**src/rtl/div_result_fifo.sv**
```systemverilog
// Result FIFO behind the divider: captures one-cycle result pulses and replays them on a ready/valid stream.
// Optional per-entry divide-by-zero flag enabled by defining DIV_RESULT_FIFO_DZ_FLAG_EN.
module div_result_fifo #(
  parameter int DEPTH     = 4,
  parameter int AF_MARGIN = 1
) (
  input  logic                       clk,
  input  logic                       reset,
  input  logic                       i_valid,
  input  logic [31:0]                i_payload_1,
  input  logic [31:0]                i_payload_2,
  output logic                       i_almost_full,
  input  logic                       o_ready,
  output logic                       o_valid,
  output logic [31:0]                o_payload_1,
  output logic [31:0]                o_payload_2,
  output logic [$clog2(DEPTH):0]     o_count,
  output logic                       o_overflow
`ifdef DIV_RESULT_FIFO_DZ_FLAG_EN
  ,
  output logic                       o_payload_dz
`endif
);

  localparam int AW = $clog2(DEPTH);
  localparam int CW = AW + 1;
`ifdef DIV_RESULT_FIFO_DZ_FLAG_EN
  localparam int EW = 65;
`else
  localparam int EW = 64;
`endif

  logic [EW-1:0] r_mem [DEPTH];
  logic [AW-1:0] r_wr_ptr;
  logic [AW-1:0] r_rd_ptr;
  logic [CW-1:0] r_count;
  logic          r_overflow;

  logic          w_pop;
  logic          w_full;
  logic          w_push;
  logic          w_drop;
  logic [EW-1:0] w_entry;
  logic [EW-1:0] w_head;

  // Handshake: the output side transfers an entry on any rising edge where
  // o_valid && o_ready; the input side has no ready, so i_valid is a strobe
  // that is either stored or dropped (and flagged) in the same cycle.
  assign w_pop  = (r_count != '0) && o_ready;
  // A pop in the same cycle frees the slot, so a full FIFO still takes the write.
  assign w_full = (r_count == CW'(DEPTH)) && !w_pop;
  assign w_push = i_valid && !w_full;
  assign w_drop = i_valid && w_full;

`ifdef DIV_RESULT_FIFO_DZ_FLAG_EN
  assign w_entry = {(i_payload_1 == 32'hFFFF_FFFF) && (i_payload_2 == 32'hFFFF_FFFF),
                    i_payload_2, i_payload_1};
`else
  assign w_entry = {i_payload_2, i_payload_1};
`endif

  // Storage is deliberately not reset; only pointers and count define validity.
  always_ff @(posedge clk) begin
    if (w_push) r_mem[r_wr_ptr] <= w_entry;
  end

  always_ff @(posedge clk or posedge reset) begin
    if (reset) begin
      r_wr_ptr   <= '0;
      r_rd_ptr   <= '0;
      r_count    <= '0;
      r_overflow <= 1'b0;
    end else begin
      if (w_push) r_wr_ptr <= r_wr_ptr + AW'(1);
      if (w_pop)  r_rd_ptr <= r_rd_ptr + AW'(1);
      if (w_push && !w_pop)      r_count <= r_count + CW'(1);
      else if (!w_push && w_pop) r_count <= r_count - CW'(1);
      if (w_drop) r_overflow <= 1'b1;
    end
  end

  assign w_head        = r_mem[r_rd_ptr];
  assign o_valid       = (r_count != '0);
  assign o_count       = r_count;
  assign o_overflow    = r_overflow;
  assign i_almost_full = (r_count >= CW'(DEPTH - AF_MARGIN));
  assign o_payload_1   = o_valid ? w_head[31:0]  : 32'd0;
  assign o_payload_2   = o_valid ? w_head[63:32] : 32'd0;
`ifdef DIV_RESULT_FIFO_DZ_FLAG_EN
  assign o_payload_dz  = o_valid ? w_head[64] : 1'b0;
`endif

endmodule

```
**config.mk**
```make
export PLATFORM = sky130hd
export DESIGN_NAME = div_result_fifo
export DESIGN_NICKNAME = d
export VERILOG_FILES = /design/src/rtl/div_result_fifo.sv
export SDC_FILE = /design/constraint.sdc
export NUM_CORES = 1
export LEC_CHECK = 0
export BUFFER_PORTS_ARGS = -buffer_cell sky130_fd_sc_hd__buf_2
export CAP_MARGIN = 30
export CORE_ASPECT_RATIO = 1.25
export CORE_UTILIZATION = 25
export DETAILED_ROUTE_END_ITERATION = 8
export GPL_TIMING_DRIVEN = 0
export PLACE_DENSITY = 0.46
export SLEW_MARGIN = 20
export SYNTH_ARGS = -nofsm -noshare
export SYNTH_HDL_FRONTEND = slang
export SYNTH_SLANG_ARGS = --single-unit
```
**constraint.sdc**
```tcl
create_clock -name clk -period 3 [get_ports clk]
set_input_delay 0.45 -clock clk [delete_from_list [all_inputs] [get_ports clk]]
set_output_delay 0.45 -clock clk [all_outputs]
set_load 0.1 [all_outputs]
```
# Word-level counts from Yosys, hierarchy flattened
# Memory sizes are Yosys's and may differ from the RTL's.
# Index checks and enable logic that the tools add are counted.
totals:
  reg_bits: 8
  latchBits: 0
  mem_bits_rw: 256
  romBits: 0
  out_inout_bits: 70
  n_memories: 1
memory_table:
  columns: ["memory", "words", "word_bits", "read_ports", "rd_ports_with_merged_regs", "write_ports", "line", "source"]
  rows:
  - ["r_mem", 4, 64, 1, 0, 1, "33", "logic [EW-1:0] r_mem [DEPTH];"]
classes:
  n_addsub: 4
  mul: 0
  n_div: 0
  magnitude_cmp: 1
  n_eq_ne: 1
  shifts: 0
  n_mux: 6
  n_bitwise: 0
  n_reduce_logical: 11
ops:
  columns: ["operator", "count"]
  rows:
  - ["32-bit 2-to-1 mux", 2]
  - ["1-bit logical AND", 6]
  - ["3-bit 2-to-1 mux", 2]
  - ["2-bit by 1-bit adder with 2-bit output (second input constant)", 2]
  - ["3-bit by 1-bit adder with 3-bit output (second input constant)", 1]
  - ["3-bit == test (second input constant)", 1]
  - ["3-bit by 2-bit greater-or-equal comparator with 1-bit output (second input constant)", 1]
  - ["1-bit zero test", 3]
  - ["3-bit nonzero test", 1]
  - ["3-bit by 1-bit subtractor with 3-bit output (second input constant)", 1]
  - ["1-bit 2-to-1 mux", 2]
  - ["2-bit nonzero test", 1]

# Longest topological paths before layout
logic_depth:
  ltp_word: 10
  depth_mapped: 9
  ltp_nobuf: 8

# Worst setup path before layout
# Ideal clock, no wire load.
synth_timing:
  path_type: "register -> output"
  from: "register r_count[0], in the netlist o_count[0]"
  to: "output port o_payload_2[22]"
  arrival_time_ns: 3.125
  required_time_ns: 2.550
  slack_ns: -0.575
  stages_incl_launch_ff: 4
  n_path_buf: 1
  path_cell_list: "dfrtp_1 or3_1 clkbuf_1 and2_1"
synth_via:
  elab_chain_len: 2
synth_rtl:
  columns: ["element", "line", "source"]
  rows:
  - ["from (decl)", "36", "logic [CW-1:0] r_count;"]
  - ["from (signal assigned)", "76", "if (w_push && !w_pop) r_count <= r_count + CW'(1);"]
  - ["from (signal assigned)", "77", "else if (!w_push && w_pop) r_count <= r_count - CW'(1);"]
  - ["3-bit nonzero test", "83", "assign o_valid = (r_count != '0);"]
  - ["net o_valid", "14", "output logic o_valid,"]
  - ["32-bit 2-to-1 mux", "88", "assign o_payload_2 = o_valid ? w_head[63:32] : 32'd0;"]
  - ["to (decl)", "16", "output logic [31:0] o_payload_2,"]
# The timed path passes the listed nets, and every way through them passes these cells.

# Worst setup path in the final report
layout_timing:
  from: "register r_count[0], in the netlist o_count[0]"
  to: "output port o_payload_1[27]"
layout_via:
  elab_chain_len: 2
layout_rtl:
  columns: ["element", "line", "source"]
  rows:
  - ["3-bit nonzero test", "83", null]
  - ["32-bit 2-to-1 mux", "87", "assign o_payload_1 = o_valid ? w_head[31:0] : 32'd0;"]
  - ["to (decl)", "15", "output logic [31:0] o_payload_1,"]
# Every way passes these cells.

==> impl_metrics.json <==
{
  "routedWlPerCell_microns": 18.9,
  "grt_antenna_before_repair": 2,
  "cp.required_ns": 2.55,
  "synth_edf_count": 256,
  "synth-seq-cells": 264,
  "synth_mux_area_share_pct": 14.5,
  "drt_wl_total_mm": 21.5,
  "place_hpwl_mm": 13.2,
  "grt_max_degree": 39,
  "fin_crit_ns": 2.85,
  "tightest_slew_ns": 0.537,
  "syn_area_sq_um": 10100,
  "yosys.area_share.simple_pct": 4.54,
  "yosys-top-cells-area": "edfxtp_1, mux4_2, and2_1, dfrtp_1, ha_1",
  "setup_tns_ns": 0,
  "syn_area_per_cell_sq_um": 22.8,
  "postPlaceCellArea_sq_um": 11600,
  "worstPathMaxFanout": 10,
  "yosysSeqAreaShare_pct": 78.0,
  "antenna_left": 0,
  "synth_cell_types": 21,
  "io_pins": 138,
  "slew_headroom_pct": 64.2,
  "drv_cap": 0,
  "overflow": 0,
  "clock.fmax_ghz": 0.351,
  "drt_iter0_markers": 238,
  "clk-insertion-delay-late_ns": 0.55,
  "cp_top_family": "buffers and inverters",
  "dieWidth_microns": 182,
  "yosysTopAreaCellShare_pct": 76.0,
  "synth_top_family_by_area": "multiplexers",
  "cts_setup_buffers": 0,
  "crit_type": "flip-flop to output port",
  "final_util_pct": 31.3,
  "synthXorXnorAreaFrac_pct": 0.520,
  "setup_ws_ns": 0.151,
  "first_global_vias": 5318,
  "viasPerCell": 4.25,
  "path_common_cell": "buf_2",
  "synth_flop_cell": "edfxtp_1",
  "crit_slowest_cell": "dfrtp_1",
  "grt_pass1_wl_mm": 32.4,
  "finalSetupViolCount": 0,
  "yosys_warnings": 0,
  "drv_slew": 0,
  "core_sq_um": 40000,
  "cp-start-kind": "flip-flop",
  "nets": 690,
  "final_area_sq_um": 12500,
  "clk_pin_slew_worst_paths_ns": 0.06,
  "area_growth_pct": 23.8,
  "path_cells": "or3_4 > clkbuf_2 > buf_2 > and2_1 > buf_2",
  "critical_path.max_stage_delay_ns": 0.47,
  "initial_core_util_pct": 25.3,
  "synth-compound-area-share_pct": 0.148,
  "die-area_sq_um": 41300,
  "fin_skew_ns": 0.00775,
  "grt_use_total_pct": 10.7,
  "cts-root-buf": "clkbuf_16",
  "final_common_cell": "edfxtp_1",
  "die-height_microns": 227,
  "cts_sinks": 264,
  "drive_above_1_share_pct": 43.7,
  "min_path_type": "input port to flip-flop",
  "end_kind": "output port",
  "cts_max_level": 1,
  "synthArstFlopShare_pct": 3.03,
  "synth_fa_ha_area_share_pct": 0.817,
  "std_cell_rows": 82,
  "yosys.area.top_type": "edfxtp_1",
  "hold_viol": 0,
  "synth_nets": 518,
  "dp_slack_ns": 0.101,
  "cp_data_arrival_time_ns": 2.40,
  "drc_errors": 0,
  "numCtsBuffers": 28,
  "rsz0062_at_grt": "false",
  "place_congestion": 0.655,
  "status": "completed",
  "dr.pass1.iters": 6,
  "vias": 4838,
  "crit_buf_inv": 3,
  "clk_path_buf_depth": 3,
  "mostFrequentLayoutCells": "edfxtp_1, buf_2, mux4_2, and2_1, clkbuf_16",
  "io_buffers": 137,
  "cts_tree": "yes",
  "syn-instance-count": 444,
  "finalCritPeriodShare_pct": 95.0
}
[sequential cells by signal (all words and copies together) (netlist names)]
register and count:
r_wr_ptr 2, o_overflow 1, r_mem 256, r_rd_ptr 2, o_count 3
[Yosys cell counts (4+ instances only)]
library cell,n
xnor2_1,4
mux4_2,64
edfxtp_1,256
dfrtp_1,8
clkbuf_1,8
and2_1,68
buf_2,7
buf_6,5
ha_1,5
inv_1,4
[routing by layer]
layer / track usage, % / wire length, microns / vias up
met5: 0 / 13 / -
met4: 3.74 / 526 / 2
met3: 2.36 / 1180 / 41
met2: 18.6 / 10800 / 128
met1: 13.0 / 8980 / 2520
li1: - / - / 2147
[metrics by stage]
stage	hold WS, ns	cells
3_3_place_gp	0.415	1085
4_1_cts	0.0776	1138
5_1_grt	0.0906	1138
3_5_place_dp	0.426	1089
6_report	0.118	1139
2_1_floorplan	0.266	444
[what timing repair did]
| item | CTS | global route |
|---|---|---|
| endpoints found under the setup margin | 37 | 17 |
| endpoints found under the hold margin | 8 | 0 |
| hold buffers | 1 | 0 |
| resized for setup | 20 | 9 |
[kinds of logic (layout without fill, tap and decap cells)]
| kind of cell | after synthesis | in the layout |
|---|---|---|
| and+or+nand+nor | 74 | 74 |
| DFF | 264 | 264 |
| other | 0 | 1 |
| buffers and inverters | 26 | 216 |
| xor gates and xnor gates | 6 | 6 |
| AOI/OAI and AO/OA | 2 | 2 |
| muxes | 66 | 66 |
| adders and majority gates | 6 | 6 |
[path summary, 6_finish.rpt]
check	endpoint	cells past startpoint	from	slack (ns)
max in group asynchronous	o_count[0]	3	reset	2.34
min in group asynchronous	r_rd_ptr[0]	3	reset	0.41
min reg2reg	o_overflow	1	o_overflow	0.45
max reg2reg	o_count[2]	9	o_count[0]	0.56
max	o_payload_1[27]	5	o_count[0]	0.15
min	r_mem[2][18]	1	i_payload_1[18]	0.12
[cell type report]
type,count,area (sq um)
clock buffers,32,737
repair buffers,142,853
fillers,3909,27500
plain buffers,22,146
inverters,4,15.0
flip-flops and latches,264,7890
well taps,504,631
diodes,1,2.50
multi-input cells,154,2100
clock inverters,16,148
[worst reg2reg max path: cells and delay by family (launching register included)]
family,cells,cell delay (ns)
buf+inv,2,0.29
flops,1,0.47
xor+xnor,2,0.30
fa+ha+maj,2,0.56
simple gates,3,0.75
Power is not shown: default switching activity piles up to over one toggle a cycle in this logic, so the estimate is an artifact.
